--- config.mk ---
export PLATFORM = sky130hd
export DESIGN_NAME = quaternion_conj_stream
export DESIGN_NICKNAME = d
export VERILOG_FILES = /design/src/rtl/quaternion_conj_stream.sv
export SDC_FILE = /design/constraint.sdc
export NUM_CORES = 1
export LEC_CHECK = 0
export BUFFER_PORTS_ARGS = -buffer_cell sky130_fd_sc_hd__buf_4
export CAP_MARGIN = 5
export CORE_MARGIN = 4
export CORE_UTILIZATION = 54
export DETAILED_ROUTE_END_ITERATION = 10
export PLACE_DENSITY_LB_ADDON = 0.3
export SYNTH_ARGS = -nofsm -noshare
export SYNTH_HDL_FRONTEND = slang
export SYNTH_SLANG_ARGS = --single-unit
--- constraint.sdc ---
create_clock -name clk -period 4.15 [get_ports clk]
set_clock_uncertainty 0.1 [all_clocks]
set_input_delay 0.2075 -clock clk [delete_from_list [all_inputs] [get_ports clk]]
set_output_delay 0.2075 -clock clk [all_outputs]
set_load 0.01 [all_outputs]
--- src/rtl/quaternion_conj_stream.sv ---
// ---------------------------------------------------------------------------
// quaternion_conj_stream
//
// Streaming quaternion sign transform with an output FIFO. Each accepted
// beat is transformed according to its mode and then buffered. The head of
// the buffer is always presented on t0..t3.
//
//   mode 00 : pass            t = q
//   mode 01 : conjugate       t0 = q0, t1..t3 = sign-flipped q1..q3
//   mode 10 : negate          t0..t3 = sign-flipped q0..q3
//   mode 11 : scalar negate   t0 = sign-flipped q0, t1..t3 = q1..q3
//
// Sign flipping inverts only bit W-1. Zeros, infinities and NaNs keep every
// other bit.
//
// Ports:
//   clk        : clock; all state changes on the rising edge
//   rst_n      : synchronous active-low reset
//   in_valid   : input quaternion present
//   in_ready   : block accepts the input this cycle (level != DEPTH)
//   q0..q3     : input scalar (q0) and vector (q1..q3) parts, W bits each
//   mode       : per-beat operation, sampled with the input
//   out_valid  : result present (level != 0)
//   out_ready  : consumer accepts the result
//   t0..t3     : head-of-buffer result components
//   level      : buffer occupancy, 0..DEPTH
//   beat_count : 32-bit count of pops, wrapping (only with QCONJ_STATS_EN)
//
// Optional feature macro: QCONJ_STATS_EN adds the beat_count output.
// ---------------------------------------------------------------------------
module quaternion_conj_stream #(
  parameter int W     = 32,
  parameter int DEPTH = 4
) (
  input  logic                       clk,
  input  logic                       rst_n,
  input  logic                       in_valid,
  output logic                       in_ready,
  input  logic [W-1:0]               q0,
  input  logic [W-1:0]               q1,
  input  logic [W-1:0]               q2,
  input  logic [W-1:0]               q3,
  input  logic [1:0]                 mode,
  output logic                       out_valid,
  input  logic                       out_ready,
  output logic [W-1:0]               t0,
  output logic [W-1:0]               t1,
  output logic [W-1:0]               t2,
  output logic [W-1:0]               t3,
  output logic [$clog2(DEPTH):0]     level
`ifdef QCONJ_STATS_EN
  ,
  output logic [31:0]                beat_count
`endif
);

  localparam int PW = $clog2(DEPTH);
  localparam int LW = PW + 1;
  localparam int EW = 4 * W;

  localparam logic [PW-1:0] PTR_ONE   = PW'(1);
  localparam logic [LW-1:0] LVL_ONE   = LW'(1);
  localparam logic [LW-1:0] LVL_ZERO  = LW'(0);
  localparam logic [LW-1:0] LVL_FULL  = LW'(DEPTH);

  // Invert only the sign bit; all other bits pass through untouched.
  function automatic logic [W-1:0] flip_sign(input logic [W-1:0] x);
    return {~x[W-1], x[W-2:0]};
  endfunction

  // Storage and control state
  logic [EW-1:0] mem_q [DEPTH];
  logic [EW-1:0] head_q, head_d;
  logic [PW-1:0] rptr_q, rptr_d;
  logic [PW-1:0] wptr_q, wptr_d;
  logic [LW-1:0] level_q, level_d;
  logic          in_ready_q, out_valid_q;
  logic          push_s, pop_s;
  logic [EW-1:0] xform_s;

  // Handshakes use only registered flags, so out_ready never reaches in_ready.
  assign push_s = in_valid & in_ready_q;
  assign pop_s  = out_valid_q & out_ready;

  // Per-beat sign transform selected by mode.
  always_comb begin
    xform_s = {q0, q1, q2, q3};
    case (mode)
      2'b00:   xform_s = {q0, q1, q2, q3};
      2'b01:   xform_s = {q0, flip_sign(q1), flip_sign(q2), flip_sign(q3)};
      2'b10:   xform_s = {flip_sign(q0), flip_sign(q1), flip_sign(q2), flip_sign(q3)};
      2'b11:   xform_s = {flip_sign(q0), q1, q2, q3};
      default: xform_s = {q0, q1, q2, q3};
    endcase
  end

  // Next-state for pointers, occupancy and the registered head entry.
  always_comb begin
    rptr_d  = rptr_q;
    wptr_d  = wptr_q;
    level_d = level_q;
    head_d  = head_q;

    if (pop_s) begin
      rptr_d = rptr_q + PTR_ONE;
    end else begin
      rptr_d = rptr_q;
    end

    if (push_s) begin
      wptr_d = wptr_q + PTR_ONE;
    end else begin
      wptr_d = wptr_q;
    end

    case ({push_s, pop_s})
      2'b10:   level_d = level_q + LVL_ONE;
      2'b01:   level_d = level_q - LVL_ONE;
      default: level_d = level_q;
    endcase

    // The new head is either already in storage or is the beat being
    // written this cycle (the buffer is, or is about to become, empty).
    if (level_d != LVL_ZERO) begin
      if (push_s && (level_q == {{(LW-1){1'b0}}, pop_s})) begin
        head_d = xform_s;
      end else begin
        head_d = mem_q[rptr_d];
      end
    end else begin
      head_d = head_q;
    end
  end

  // Control registers, head register and handshake flags.
  always_ff @(posedge clk) begin
    if (!rst_n) begin
      rptr_q      <= {PW{1'b0}};
      wptr_q      <= {PW{1'b0}};
      level_q     <= LVL_ZERO;
      head_q      <= {EW{1'b0}};
      in_ready_q  <= 1'b1;
      out_valid_q <= 1'b0;
    end else begin
      rptr_q      <= rptr_d;
      wptr_q      <= wptr_d;
      level_q     <= level_d;
      head_q      <= head_d;
      in_ready_q  <= (level_d != LVL_FULL);
      out_valid_q <= (level_d != LVL_ZERO);
    end
  end

  // Buffer storage; contents are don't-care until written.
  always_ff @(posedge clk) begin
    if (rst_n && push_s) begin
      mem_q[wptr_q] <= xform_s;
    end
  end

  assign in_ready  = in_ready_q;
  assign out_valid = out_valid_q;
  assign level     = level_q;
  assign t0        = head_q[4*W-1:3*W];
  assign t1        = head_q[3*W-1:2*W];
  assign t2        = head_q[2*W-1:W];
  assign t3        = head_q[W-1:0];

`ifdef QCONJ_STATS_EN
  logic [31:0] beat_count_q;

  // Count popped beats; wraps naturally at 32 bits.
  always_ff @(posedge clk) begin
    if (!rst_n) begin
      beat_count_q <= 32'h0000_0000;
    end else if (pop_s) begin
      beat_count_q <= beat_count_q + 32'h0000_0001;
    end else begin
      beat_count_q <= beat_count_q;
    end
  end

  assign beat_count = beat_count_q;
`endif

endmodule

### Word level (Yosys, flattened, before mapping)

Memories as Yosys holds them, arrays and structs flattened.
Index checks and enable logic that the tools add are counted.
W data, S select, Z words.

| operators by class | value |
|---|---|
| add/subtract/negate cells | 4 |
| multipliers | 0 |
| divide/modulo/power cells | 0 |
| $lt $le $gt $ge | 0 |
| equality and inequality tests | 7 |
| shift-type cells | 0 |
| mux-type cells | 6 |
| bitwise logic cells | 6 |
| reductions and logical operators | 4 |

Operators by type and width:

| cell | number |
|---|---|
| $pmux W128 S4 | 1 |
| $mux W128 | 1 |
| $eq A2 B2 Y1 const B | 3 |
| $pmux W3 S2 | 1 |
| $add A2 B1 Y2 const B | 2 |
| $eq A2 B1 Y1 const B | 2 |
| $not A1 Y1 | 4 |
| $add A3 B1 Y3 const B | 1 |
| $eq A3 B1 Y1 | 1 |
| $ne A3 B3 Y1 const B | 1 |
| $reduce_bool A3 Y1 | 1 |
| $sub A3 B1 Y3 const B | 1 |
| $and A1 B1 Y1 | 2 |
| $logic_and A1 B1 Y1 | 2 |
| $logic_not A2 Y1 | 1 |
| $mux W1 | 2 |
| $mux W2 | 1 |

| storage, ports and cells | value |
|---|---|
| register bits | 137 |
| latch bits | 0 |
| memory bits (writable) | 512 |
| ROM bits | 0 |
| bits of input ports | 134 |
| output and inout bits | 133 |
| word-level logic and storage cells | 34 |
| memories kept | 1 |

Memories:

| name | words | bits a word | rd ports | clocked after Yosys merged registers in | wr ports | RTL line | RTL |
|---|---|---|---|---|---|---|---|
| mem_q | 4 | 128 | 1 | 0 | 1 | 72 | `logic [EW-1:0] mem_q [DEPTH];` |

### Depth between registers and ports, before layout

| depth | value |
|---|---|
| depth in word-level cells | 4 |
| mapped depth | 14 |
| mapped depth without buffers | 9 |

### Worst setup path before layout

No wires, ideal clock.

| timing | value |
|---|---|
| kind | register -> register |
| from | register in_ready_q (netlist: in_ready) |
| to | memory mem_q[1][0] in the netlist's numbering (enable) |
| library setup time | 0.503 ns |
| arrival time | 3.720 ns |
| data required time | 3.547 ns |
| setup slack | -0.173 ns |
| stages on the path, launching flop included | 4 |
| buffers on the path | 1 |
| period minus slack after synthesis | 4.323 ns |
| path through | dfxtp_1 > and2_1 > clkbuf_1 > and3_1 |

| on the way | value |
|---|---|
| longest elaborated chain between the ends | 4 |

Ends and longest elaborated chain:

| item | RTL line | RTL |
|---|---|---|
| from (decl) | 77 | `logic in_ready_q, out_valid_q;` |
| from (signal assigned) | 149 | `in_ready_q <= (level_d != LVL_FULL);` |
| $and A1 B1 Y1 | 82 | `assign push_s = in_valid & in_ready_q;` |
| $logic_and A1 B1 Y1 | 156 | `if (rst_n && push_s) begin` |
| $mux W1 | 156 |  |
| $mux W1 (implied by the code) | 157 | `mem_q[wptr_q] <= xform_s;` |
| to (decl) | 72 |  |

Every way passes these cells.

### Final worst setup path

| timing | value |
|---|---|
| from | register out_valid_q (netlist: out_valid) |
| to | register head_q[2] |

| on the way | value |
|---|---|
| longest elaborated chain between the ends | 4 |
| elaborated cells between the ends (all ways) | 10 |
| those cells by class | 3 x eq/ne; 3 x mux; 1 x bitwise; 2 x reduce/logical; 1 x memory |

Ends and longest elaborated chain:

| item | RTL line | RTL |
|---|---|---|
| from (decl) | 77 |  |
| from (signal assigned) | 150 | `out_valid_q <= (level_d != LVL_ZERO);` |
| $and A1 B1 Y1 (*) | 83 | `assign pop_s = out_valid_q & out_ready;` |
| $mux W2 (tied with other cells) | 104 | `if (pop_s) begin` |
| $mem_v2 Z4 W128 (tied with other cells) | -- |  |
| $mux W128 or $reduce_bool A3 Y1 (tied branches) | 125, 124 |  |
| to (signal assigned) | 141 | `head_q <= {EW{1'b0}};` |
| to (decl) | 73 | `logic [EW-1:0] head_q, head_d;` |

Every way passes the cells marked *; elsewhere a longest branch is shown, timed or not.
A chain may end at the register's enable or synchronous reset.

==> impl_results.md <==
* Final Setup Violations at 0
* Final Wtd Congestion at 0.7988
* Hold_ws at 0.09951 ns
* Die width at between 200 and 250 um
* Layout area overhead at 19.75%
* CTS Buf Count at 69
* Async set or reset register ratio after synthesis at 0%
* Met2 Use GR at 46.53%
* Crit-path max FO at 95
* Multi-input gate area at about 10000 um2
* VDD IR-drop max at 0.3786 mV
* Largest cells by area after synthesis: edfxtp_1 52%, dfxtp_1 9.3%, a211oi_1 6.5%, o2bb2ai_1 3.8%, o32ai_1 3.8%
* Worst-Skew Late Latency at 0.60 ns
* Total Power at just under 0.02 W
* CP delay by family, top: buffers and inverters
* GR Layer Usage met3 at 4.542%
* HP Start: in_valid
* Final hold violations at 0
* First-pass GRT wire length at roughly 130 mm
* Detailed Route WL at 83.27 mm
* Share of layout cells above drive strength 1 at 15.70%
* Drt pass-1 iters at 6
* Final period util at 75.76%
* Main flop type after synthesis: edfxtp_1
* Dpl hpwl at 43.25 mm
* Setup Slack @ Placement at between 1 and 1.5 ns
* Syn_nets at 2524
* Status: complete, but fails checks
* Pwr Density at 548.7 nW/um2
* Avg Synthesized Cell Area at between 10 and 15 um2
* Total grt overflow at 0
* Global-route track usage on met1 at 35.41%
* Routed via count at 22800
* Critical Path End Type: flop
* Least-Margin Pin Slew at 1.529 ns
* Max-Cap Viols at 0
* Longest Clk Path Bufs at 3
* Initial Utilization at 54.74%
* Shortest period the worst path allows at 3.144 ns
* Slew Limit Headroom at -1.930%
* P_leak at 11.36 nW
* Drt initial violations at 2306
* Initial antenna violation count at 3
* Buf/Inv on CP at 2
* Maximum number of pins on one net before global-route repair at 258
* Startpoint Class: flop
* Overall global routing resource usage at 27.40%
* Vias in the first global route at 22740
* Filler Cells Inserted at 3896
* RSZ-0062 raised after global routing: false
* DR WL/cell at 24.68 um
* CTS tree: done
* Hold Path Class: primary input to flop
* Final Max Slew Viols at 88
* Remaining DRCs at 0
* Syn Inst Count at 2384
* Warnings from Yosys at 0
* Slowest stage cell, crit path: buf_12
* Vias/cell at 6.758
* Yosys reg bits at ~650
* EDFF count, synth at 512
* Register area at 18130 um2
* Synth cell types at 41
* Crit Path Category: flop to flop
* Arrival @ worst endpoint at 3.54 ns
* Final nets at roughly 2800
* Share of the synthesized area in the top cell type at 52.09%
* RR Startpoint: out_valid
* Row count at 85
* Most frequent cell after synthesis: edfxtp_1
* H-Tree Depth at 3
* IO Count at approximately 270
* Register area share after synthesis at approximately 61%
* Final ANT Viol Nets at 0
* Commonest cells in the netlist: 512 x edfxtp_1, 256 x a211oi_1, 148 x clkbuf_1
* Worst path cell trace: nand2_8 > inv_8 > ha_1 > fa_1 > o22a_1 > nand2b_1 > nor2_4 > buf_12 > o2bb2ai_1
* Die area at 58460 um2
* Clock Pin Slew Worst Setup and Hold Paths at 0.06 ns
* Netlist area before placement at 29520 um2
* Global route hottest layer: met2
* CTS sink cnt at 649
* Fmax at 318.1 MHz
* Die Y at 241.8 um
* Failing checks: slew limit
* Root Buffer: clkbuf_16
* Post CTS Setup Buffer Count at 0
* Util after Layout at 65.56%
* Required time worst endpoint at about 4.6 ns
* Setup ws final at between 1 and 1.5 ns
* Largest stage delay, worst path at 0.47 ns
* Core Area at 53920 um2
* Worst setup startpoint: out_valid
* IO Port Bufs at 266
* Cell accounting for the most synthesized area: edfxtp_1
* TNS Setup at 0 ns
==> state kept, by name, summed over array words and instances (netlist names) <==
name       flops
rptr_q         2
out_valid      1
head_q       128
mem_q        512
wptr_q         2
level          3
in_ready       1
==> what timing repair did <==
| action | CTS | global route |
|---|---|---|
| hold buffers | 130 | 0 |
| hold endpoints to repair | 644 | 0 |
| gates resized for setup | 0 | 0 |
==> power by group <==
part	switching (W)	internal [W]
Sequential	0.000528	0.00771
Combinational	0.00308	0.00203
Clock	0.00248	0.00357
==> cells by family (layout without fill, tap and decap cells) <==
kind of cell | after synthesis | count (layout) | synth area share (%)
DFF | 649 | 649 | 61.38
and+or+nand+nor | 418 | 418 | 8.825
buffers and inverters | 275 | 566 | 4.213
adders and majority gates | 6 | 6 | 0.2798
other | 0 | 3 | 0
muxes | 1 | 1 | 0.03391
AOI/OAI and AO/OA | 1025 | 1025 | 24.97
xor gates and xnor gates | 10 | 10 | 0.2967
==> worst reg2reg max path, cell delays in order (launching register included) <==
cell and delay (ns):
dfxtp_4 0.44, nand2_8 0.17, inv_8 0.29, ha_1 0.27, fa_1 0.45, o22a_1 0.22, nand2b_1 0.20, nor2_4 0.13
buf_12 0.47, o2bb2ai_1 0.32
==> worst paths after layout <==
kind                                   to  slack, ns  depth (start not counted)
worst min-delay path            wptr_q[1]        0.1                          4
worst max register to register  head_q[2]       1.01                          9
worst min register to register  head_q[0]       0.36                          1
worst max-delay path            head_q[2]       1.01                          9
==> final cells by class <==
class,count,area share [%]
antenna,3,0.02124
clock buffer,99,5.607
clock inverter,23,0.6230
inverter,5,0.07433
multi-input combinational,1460,28.90
sequential,649,51.29
tap,696,2.464
timing repair buffer,439,11.02
==> stage by stage <==
step | instance area, um2 | std cells
3_5_place_dp | 31840 | 3119
5_1_grt | 35340 | 3372
6_report | 35350 | 3374
3_3_place_gp | 31840 | 3119
2_1_floorplan | 29520 | 2384
4_1_cts | 35340 | 3371
==> per-layer routing <==
layer	up-vias	wire [um]
li1	10230	-
met1	11230	32590
met2	1140	41430
met3	192	6725
met4	4	2495
met5	-	27
==> layout by cell type, fill, tap and decap left out, types with 128 or more instances in the layout <==
cell           netlist  routed
a211oi_1           256     256
buf_4               11     287
dfxtp_1            137     134
dlygate4sd3_1        0     130
edfxtp_1           512     512
nor2_1             130     129
nor2b_1            129     129
o21ai_0            128     128
o2bb2ai_1          128     128
o32ai_1            128     128
(Power assumes the default switching activity.)
